`src/rtl/sram_dp_port_arbiter.sv`:
```
// rtl/sram_dp_port_arbiter.sv - four-requester round-robin arbiter for a dual-port bit-enable SRAM
module sram_dp_port_arbiter #(
    parameter int ADDR_WIDTH = 10,
    parameter int DATA_WIDTH = 8,
    parameter int CNT_WIDTH  = 16
) (
    input  logic                    clk,
    input  logic                    rst_n,
    input  logic [3:0]              req_valid,
    output logic [3:0]              req_ready,
    input  logic [3:0]              req_we,
    input  logic [4*ADDR_WIDTH-1:0] req_addr,
    input  logic [4*DATA_WIDTH-1:0] req_wdata,
    input  logic [4*DATA_WIDTH-1:0] req_wmask,
    output logic                    rd_valid_a,
    output logic                    rd_id_a,
    output logic [DATA_WIDTH-1:0]   rd_data_a,
    output logic                    rd_valid_b,
    output logic                    rd_id_b,
    output logic [DATA_WIDTH-1:0]   rd_data_b,
    output logic [ADDR_WIDTH-1:0]   sram_addr_a,
    output logic [ADDR_WIDTH-1:0]   sram_addr_b,
    output logic [DATA_WIDTH-1:0]   sram_din_a,
    output logic [DATA_WIDTH-1:0]   sram_din_b,
    output logic                    sram_ce_a,
    output logic                    sram_ce_b,
    output logic                    sram_wr_en_a,
    output logic                    sram_wr_en_b,
    output logic [DATA_WIDTH-1:0]   sram_bit_en_a,
    output logic [DATA_WIDTH-1:0]   sram_bit_en_b,
    input  logic [DATA_WIDTH-1:0]   sram_dout_a,
    input  logic [DATA_WIDTH-1:0]   sram_dout_b,
    output logic [CNT_WIDTH-1:0]    conflict_cnt
);

    logic [ADDR_WIDTH-1:0] addr_arr  [4];
    logic [DATA_WIDTH-1:0] wdata_arr [4];
    logic [DATA_WIDTH-1:0] wmask_arr [4];

    for (genvar i = 0; i < 4; i++) begin : g_unpack
        assign addr_arr[i]  = req_addr[i*ADDR_WIDTH +: ADDR_WIDTH];
        assign wdata_arr[i] = req_wdata[i*DATA_WIDTH +: DATA_WIDTH];
        assign wmask_arr[i] = req_wmask[i*DATA_WIDTH +: DATA_WIDTH];
    end

    // prio_* is the local index (0 = even, 1 = odd) that wins when both requesters are valid
    logic       prio_a, prio_b;
    logic       any_a, any_b, win_a, win_b;
    logic [1:0] sel_a, sel_b;
    logic       we_a, we_b, collision, gnt_a, gnt_b;
    logic       rd_pend_a, rd_pend_b, rd_pend_id_a, rd_pend_id_b;

    assign any_a = |req_valid[1:0];
    assign any_b = |req_valid[3:2];
    assign win_a = (&req_valid[1:0]) ? prio_a : req_valid[1];
    assign win_b = (&req_valid[3:2]) ? prio_b : req_valid[3];
    assign sel_a = {1'b0, win_a};
    assign sel_b = {1'b1, win_b};
    assign we_a  = req_we[sel_a];
    assign we_b  = req_we[sel_b];

    // Port A always wins a same-address write-write clash; port B simply retries
    assign collision = any_a & we_a & any_b & we_b & (addr_arr[sel_a] == addr_arr[sel_b]);
    assign gnt_a     = rst_n & any_a;
    assign gnt_b     = rst_n & any_b & ~collision;

    assign req_ready = {gnt_b & win_b, gnt_b & ~win_b, gnt_a & win_a, gnt_a & ~win_a};

    assign rd_data_a = sram_dout_a;
    assign rd_data_b = sram_dout_b;

    always_ff @(posedge clk) begin
        if (!rst_n) begin
            prio_a        <= 1'b0;
            prio_b        <= 1'b0;
            sram_ce_a     <= 1'b1;
            sram_ce_b     <= 1'b1;
            sram_wr_en_a  <= 1'b1;
            sram_wr_en_b  <= 1'b1;
            sram_bit_en_a <= '1;
            sram_bit_en_b <= '1;
            sram_addr_a   <= '0;
            sram_addr_b   <= '0;
            sram_din_a    <= '0;
            sram_din_b    <= '0;
            rd_pend_a     <= 1'b0;
            rd_pend_b     <= 1'b0;
            rd_pend_id_a  <= 1'b0;
            rd_pend_id_b  <= 1'b0;
            rd_valid_a    <= 1'b0;
            rd_valid_b    <= 1'b0;
            rd_id_a       <= 1'b0;
            rd_id_b       <= 1'b0;
            conflict_cnt  <= '0;
        end else begin
            if (gnt_a) begin
                prio_a        <= ~win_a;
                sram_ce_a     <= 1'b0;
                sram_wr_en_a  <= ~we_a;
                sram_addr_a   <= addr_arr[sel_a];
                sram_bit_en_a <= we_a ? ~wmask_arr[sel_a] : '1;
                sram_din_a    <= we_a ? wdata_arr[sel_a] : '0;
            end else begin
                sram_ce_a     <= 1'b1;
                sram_wr_en_a  <= 1'b1;
                sram_bit_en_a <= '1;
            end

            if (gnt_b) begin
                prio_b        <= ~win_b;
                sram_ce_b     <= 1'b0;
                sram_wr_en_b  <= ~we_b;
                sram_addr_b   <= addr_arr[sel_b];
                sram_bit_en_b <= we_b ? ~wmask_arr[sel_b] : '1;
                sram_din_b    <= we_b ? wdata_arr[sel_b] : '0;
            end else begin
                sram_ce_b     <= 1'b1;
                sram_wr_en_b  <= 1'b1;
                sram_bit_en_b <= '1;
            end

            // Two-stage tag pipe lines up with the SRAM's registered read data
            rd_pend_a    <= gnt_a & ~we_a;
            rd_pend_id_a <= win_a;
            rd_valid_a   <= rd_pend_a;
            rd_id_a      <= rd_pend_id_a;
            rd_pend_b    <= gnt_b & ~we_b;
            rd_pend_id_b <= win_b;
            rd_valid_b   <= rd_pend_b;
            rd_id_b      <= rd_pend_id_b;

            if (collision && !(&conflict_cnt)) begin
                conflict_cnt <= conflict_cnt + 1'b1;
            end
        end
    end

endmodule

```
`config.mk`:
```
export PLATFORM = sky130hd
export DESIGN_NAME = sram_dp_port_arbiter
export DESIGN_NICKNAME = d
export VERILOG_FILES = /design/src/rtl/sram_dp_port_arbiter.sv
export SDC_FILE = /design/constraint.sdc
export NUM_CORES = 1
export LEC_CHECK = 0
export ABC_CLOCK_PERIOD_IN_PS = 8000
export CAP_MARGIN = 20
export CORE_MARGIN = 3
export CORE_UTILIZATION = 40
export CTS_CLUSTER_DIAMETER = 80
export DETAILED_ROUTE_END_ITERATION = 12
export PLACE_DENSITY = 0.82
export RECOVER_POWER = 25
export SLEW_MARGIN = 15
export SYNTH_ARGS = -nofsm -noshare
export SYNTH_HDL_FRONTEND = slang
export SYNTH_SLANG_ARGS = --single-unit
export TNS_END_PERCENT = 5
```
`constraint.sdc`:
```
create_clock -name clk -period 8 [get_ports clk]
set_input_delay 2 -clock clk [delete_from_list [all_inputs] [get_ports clk]]
set_output_delay 2 -clock clk [all_outputs]
set_load 0.005 [all_outputs]
```
==> metrics.md, run 1 <==
| Metric | Value |
|---|---|
| Status | `complete, no violations` |
| Pre-CTS setup slack | `0.752 ns` |
| Routed len/inst | `approximately 17 µm` |
| CP startpoint kind | `input pin` |
| Layout cell share with drive strength beyond 1 | `0.106` |
| RD Place Congestion | `between 0.9 and 1` |
| Cell Pwr Density | `156 mW/mm²` |
| Die H | `roughly 110 µm` |
| Vias/cell | `~5.4` |
| Max Fanout on Critical Path | `27` |
| CP required | `about 6.0 ns` |
| Mapped Avg Cell Area | `about 8.9 µm²` |
| Final Non-Filler Cells | `768` |
| Final instance area | `around 0.0062 mm²` |
| Row count | `36` |
| Synthesized area | `between 0.004 and 0.005 mm²` |
| Post-Place Cells | `between 700 and 800` |
| Vias in the first global route | `between 4k and 5k` |
| Initial Util | `0.417` |
| Synth Register Bits | `roughly 80` |
| Root Driver | `clkbuf_8` |
| TritonCTS clock tree | `done` |
| Critical Path End Type | `output pin` |
| Worst setup margin | `approximately 0.64 ns` |
| Ports | `between 200 and 250` |
| Number of flops mapped to enable cells by yosys | `0` |
| Diode count | `0` |
| Worst-path clk slew | `0.08 ns` |
| Slowest CP cell | `dlygate4sd3_1` |
| Post-CTS Setup Bufs | `0` |
| Delay-heaviest family, CP | `buffers and inverters` |
| CORE AREA | `0.00991 mm²` |
| Yosys top cell area share | `0.398` |
| Count leader, synth | `dfxtp_1` |
| Area after DPL | `between 0.006 and 0.007 mm²` |
| Final WL | `roughly 13000 µm` |
| VDD IR-drop max | `~0.088 mV` |
| CP Data Arrival Time | `between 5 and 6 ns` |
| Slew headroom | `0.272` |
| Num CTS Buffers | `9` |
| Pin count of the biggest net entering global routing | `32` |
| Lkg Pwr | `0.00232 µW` |
| Initial antenna violation count | `0` |
| Initial DRC Count | `approximately 190` |
| Setup TNS | `0 ns` |
| Type of the worst min-delay path | `register to register` |
| Clock Latency Late Sink | `roughly 0.35 ns` |
| Largest area contributor in the netlist | `dfxtp_1` |
| Layout area overhead | `50.9%` |
| Chip Width | `~110 µm` |
| Worst Max-Slew Pin Slew | `approximately 1.1 ns` |
| Global route overflow | `0` |
| Sink Count | `82` |
| First-pass GRT wire length | `between 15000 and 20000 µm` |
| Top_reg_cell synth | `dfxtp_1` |
| Peak Freq | `roughly 0.14 GHz` |
| Total die area | `roughly 0.012 mm²` |
| DR DRC count | `0` |
| Final net count | `between 700 and 800` |
| RSZ-0062 raised after global routing | `false` |
| Power consumption | `between 900 and 1000 µW` |
| Max clock buf depth | `2` |
| GRT Util Overall | `0.218` |
| Final Max Tran Viols | `0` |
| Worst path bufs/invs | `3` |
| MaxCap Viol Count | `0` |
| Async set or reset register ratio after synthesis | `0` |
| Clock Skews | `~0.0044 ns` |
| Syn_nets | `594` |
| H-tree depth | `3` |
| Min Clock Period, post-route | `~7.4 ns` |
| Syn. warnings | `0` |
| Sequential share of the synthesized area | `0.398` |
| Crit share post-route | `0.921` |
| Port bufs | `between 150 and 200` |
| # setup viols final | `0` |
| Fill cell count | `842` |
| Ranking of synthesized cells by area | `dfxtp_1, mux2_2, a211oi_1` |
| Post-cts resize count | `0` |
| CP peak stage delay | `about 1.0 ns` |
| Hold Violations, Final | `0` |
| DP HPWL | `approximately 10000 µm` |
| Setup Crit Path Kind | `input pin to output pin` |
| Post-synthesis cell type count | `50` |
| Crit-path cells | `dlygate4sd3_1 -> a21boi_1 -> o211ai_1 -> nand4_1 -> or4_1 -> buf_4 -> o21ai_1 -> a21oi_1 -> clkdlybuf4s50_1` |
| DRT antenna net count | `0` |
| Commonest cells in the netlist | `dfxtp_1, nand2_1, a211oi_1, nor2_1, mux2_2` |
| Routed via count | `just over 4k` |
| CTS hold repair buffers | `0` |
| Drt first pass iters | `5` |
| Post-Syn Instances | `approximately 460` |
## registers in the layout, summed over array words and instances, names as in the netlist, 8 cells and up
signal and count:
conflict_cnt 16, sram_addr_a 10, sram_addr_b 10, sram_bit_en_a 8, sram_bit_en_b 8, sram_din_a 8, sram_din_b 8
## cells in the final DEF (no fill, tap or decap), types with 3 or more instances in the layout
master / netlist / layout
nand2b_1: 8 / 8
a32o_1: 8 / 8
nand4_1: 8 / 8
o21ai_0: 15 / 15
clkdlybuf4s50_1: 0 / 153
nor4_2: 9 / 10
a21oi_1: 13 / 12
nor2_1: 32 / 32
o31ai_1: 6 / 6
inv_1: 14 / 14
dfxtp_1: 82 / 82
a21boi_1: 7 / 7
or4_1: 7 / 7
mux2i_1: 18 / 18
nand2_1: 56 / 56
a211oi_1: 32 / 32
buf_4: 18 / 7
nand3_1: 19 / 19
clkbuf_8: 0 / 10
mux2_2: 25 / 25
and2_0: 1 / 3
dlygate4sd3_1: 0 / 40
o21ai_1: 6 / 6
o211ai_1: 6 / 6
clkbuf_1: 17 / 3
a211o_1: 5 / 5
o211a_1: 5 / 5
and3_1: 7 / 7
## final cells by class
type | count | area (µm²) | share of cell area
Clock inverter | 4 | 51.3 | 0.00824
Sequential cell | 82 | 1640 | 0.264
Clock buffer | 12 | 145 | 0.0233
Multi-Input combinational cell | 321 | 2180 | 0.350
Tap cell | 133 | 166 | 0.0267
Timing Repair Buffer | 201 | 1990 | 0.319
Inverter | 15 | 56.3 | 0.00904
## routing by layer
| metal | global-route usage | part of all wire |
|---|---|---|
| met3 | 0.0624 | 0.096 |
| met4 | 0.0812 | 0.019 |
| met1 | 0.245 | 0.38 |
| met5 | 0 | 0 |
| met2 | 0.390 | 0.51 |
## path summary, 6_finish.rpt
kind | slack, ns | to | cells past startpoint | from
worst min register to register | 0.44 | rd_id_b | 1 | rd_pend_id_b
worst max-delay path | 0.64 | req_ready[2] | 9 | req_valid[1]
worst min-delay path | 0.44 | rd_id_b | 1 | rd_pend_id_b
worst max register to register | 4.90 | sram_din_b[6] | 9 | prio_b
## per-stage QoR
step / hold WS (ns) / utilization
finish: 0.442 / 0.629
global route: 0.456 / 0.629
CTS: 0.446 / 0.629
global placement: 0.420 / 0.608
floorplan: 0.412 / -
detailed placement: 0.424 / 0.609
## power breakdown
| group | internal, µW | switching (µW) |
|---|---|---|
| Combinational | 126 | 97.5 |
| Clock | 153 | 152 |
| Sequential | 431 | 9.40 |
| Total | 710 | 259 |
## kinds of logic after synthesis
group / Yosys count / share of synthesized area
AND/OR/NAND/NOR: 167 / 0.219
AO/OA/AOI/OAI: 109 / 0.189
flip-flops: 82 / 0.398
buffers and inverters: 60 / 0.0767
adder cells (fa/ha/maj): 1 / 0.00303
multiplexers: 43 / 0.112
XOR/XNOR: 1 / 0.00212
No activity file was read; power rests on OpenSTA's default activity.
==> run 2, diff against run 1 <==
Settings changed: ABC_CLOCK_PERIOD_IN_PS 8000 to 5920, CAP_MARGIN 20 to 10, CORE_UTILIZATION 40 to 35, PLACE_DENSITY 0.82 to 0.76.
Clock period 8 ns to 5.92 ns, I/O delays scaled along.
==> run 2 against run 1 <==
Against the previous run:
- the run now ends with capacitance limit, slew limit left
- non-clock buffer count up 5
- sequential power up 35%
- routed wire length up 3.9%
- final cell count up 2.0%
- clock power up 98%
- worst hold slack worse by 0.0047 ns
- clock skew up 0.0038 ns
- combinational power up 38%
- critical path type unchanged
- cell area up 3.0%
- total power up 56%
- first-iteration DRC count up 4.3%
- via count down 0.63%
==> metrics.md, run 2 (synthesis gave the netlist of run 1 again) <==
| Metric | Value |
|---|---|
| Status | `finished, violations left` |
| Failing checks | `capacitance limit, slew limit` |
| Post-Place Cells | `between 700 and 800` |
| CP startpoint kind | `input pin` |
| Layout area overhead | `55.4%` |
| Diode count | `0` |
| RSZ-0062 raised after global routing | `false` |
| CP peak stage delay | `just over 0.6 ns` |
| CP Data Arrival Time | `around 4.3 ns` |
| Total die area | `approximately 0.013 mm²` |
| Max clock buf depth | `2` |
| TritonCTS clock tree | `done` |
| Global route overflow | `0` |
| Hold Violations, Final | `0` |
| Port bufs | `slightly below 200` |
| Layout cell share with drive strength beyond 1 | `0.116` |
| Setup TNS | `0 ns` |
| Initial antenna violation count | `0` |
| Delay-heaviest family, CP | `buffers and inverters` |
| Drt first pass iters | `4` |
| Final Non-Filler Cells | `783` |
| Layout Utilization | `0.559` |
| Final Max Tran Viols | `32` |
| VDD IR-drop max | `about 0.13 mV` |
| Biggest register | `conflict_cnt` |
| Storage element area | `approximately 0.0016 mm²` |
| Num CTS Buffers | `9` |
| Vias/cell | `5.27` |
| Fill cell count | `around 1.0k` |
| Top flop regs | `conflict_cnt x16, sram_addr_a x10, sram_addr_b x10` |
| Worst setup margin | `between 0.15 and 0.2 ns` |
| Routed via count | `approximately 4.1k` |
| DR DRC count | `0` |
| Die H | `about 110 µm` |
| DP HPWL | `about 11000 µm` |
| Worst path bufs/invs | `2` |
| Cell Pwr Density | `~240 mW/mm²` |
| Routed len/inst | `roughly 17 µm` |
| MaxCap Viol Count | `1` |
| Sink Count | `roughly 80` |
| Setup Crit Path Kind | `input pin to output pin` |
| Commonest non-fill, non-tap cells in the layout | `clkdlybuf4s50_1, dfxtp_1, nand2_1, dlygate4sd3_1` |
| Worst-path clk slew | `roughly 0.060 ns` |
| Type of the worst min-delay path | `register to register` |
| First-pass GRT wire length | `approximately 21000 µm` |
| Row count | `39` |
| Worst Max-Slew Pin Slew | `~1.5 ns` |
| CORE AREA | `between 0.01 and 0.015 mm²` |
| Area occupied by multi-input gates | `~0.0022 mm²` |
| Crit-path cells | `clkdlybuf4s50_1 -> nand2b_2 -> nand2_1 -> mux2i_2 -> xor2_1 -> or4_1 -> o21ai_2 -> a21oi_1 -> clkdlybuf4s50_1` |
| Chip Width | `115 µm` |
| # setup viols final | `0` |
| Initial Util | `0.360` |
| Flop2flop setup slack | `2.88 ns` |
| Pre-CTS setup slack | `around 0.042 ns` |
| Final WL | `about 14000 µm` |
| Commonest non-fill, non-tap cell in the layout | `clkdlybuf4s50_1` |
| Root Driver | `clkbuf_16` |
| Largest register FFs | `16` |
| Clock Skews | `slightly above 0.008 ns` |
| Lkg Pwr | `between 0.002 and 0.0025 µW` |
| GRT Util Overall | `0.204` |
| Slew headroom | `-0.00579` |
| RD Place Congestion | `approximately 0.91` |
| Final net count | `between 700 and 800` |
| Min Clock Period, post-route | `approximately 5.8 ns` |
| Critical Path End Type | `output pin` |
| DRT antenna net count | `0` |
| H-tree depth | `3` |
| Initial DRC Count | `195` |
| Crit share post-route | `0.974` |
| Slowest CP cell | `clkdlybuf4s50_1` |
| Ports | `226` |
| Vias in the first global route | `about 4.3k` |
| Critical Path Most Common Cell | `clkdlybuf4s50_1` |
| Peak Freq | `between 0.15 and 0.2 GHz` |
| Clock Latency Late Sink | `~0.34 ns` |
| Max Fanout on Critical Path | `12` |
| Pin count of the biggest net entering global routing | `32` |
| CP required | `4.44 ns` |
[run 2: changes by cell type in the layout (fill, tap and decap cells not counted), sizes merged]
cell and delta:
dlymetal6s2s +1, dlygate4sd3 -6, buf +3, bufinv +1
clkinv +1, clkdlybuf4s50 +5
[run 2: worst paths after layout]
path	depth (start not counted)	startpoint	end
setup / recovery	9	req_valid[2]	req_ready[2]
setup reg to reg	8	prio_b	sram_addr_b[8]
hold / removal	1	rd_pend_b	rd_valid_b
hold reg to reg	1	rd_pend_b	rd_valid_b
[run 2: metal layers]
metal / up-vias / GRT usage / share of wire
li1: 2017 / - / -
met2: 171 / 0.369 / 0.51
met5: - / 0 / 0
met3: 30 / 0.0740 / 0.088
met1: 1909 / 0.217 / 0.37
met4: 0 / 0.0728 / 0.025
[run 2: timing repair]
| action | CTS | global route |
|---|---|---|
| hold buffers | 0 | 0 |
| gates resized for setup | 0 | 3 |
| buffers inserted | 0 | 0 |
| endpoints found under the setup margin | 0 | 2 |
[run 2: where the power goes]
part	switching (µW)	leakage (µW)	internal, µW
clock network	225	0.000159	381
logic	134	0.00157	176
registers	13.2	0.000674	583
[run 2: per-stage QoR]
stage / area, µm² / total power (µW) / hold WS [ns]
6_report: 6410 / 1510 / 0.437
3_5_place_dp: 6090 / 923 / 0.421
2_1_floorplan: 4130 / 756 / 0.412
5_1_grt: 6410 / 1590 / 0.462
4_1_cts: 6410 / 1540 / 0.444
3_3_place_gp: 6090 / 915 / 0.420
[run 2: worst register-to-register path, cell delays in order (launching register included)]
cell      delay (ns)
dfxtp_1         0.34
nand2b_2        0.30
nand2_1         0.21
mux2i_2         0.29
xor2_1          0.12
or4_1           0.52
buf_4           0.26
o22ai_2         0.64
a211oi_1        0.18
[run 2: cell type report]
type,instances,share of cell area
multi-input combinational,321,0.341
inverter,15,0.00878
clock inverter,6,0.0140
timing repair buffer,206,0.315
tap,143,0.0279
sequential,82,0.256
clock buffer,10,0.0373
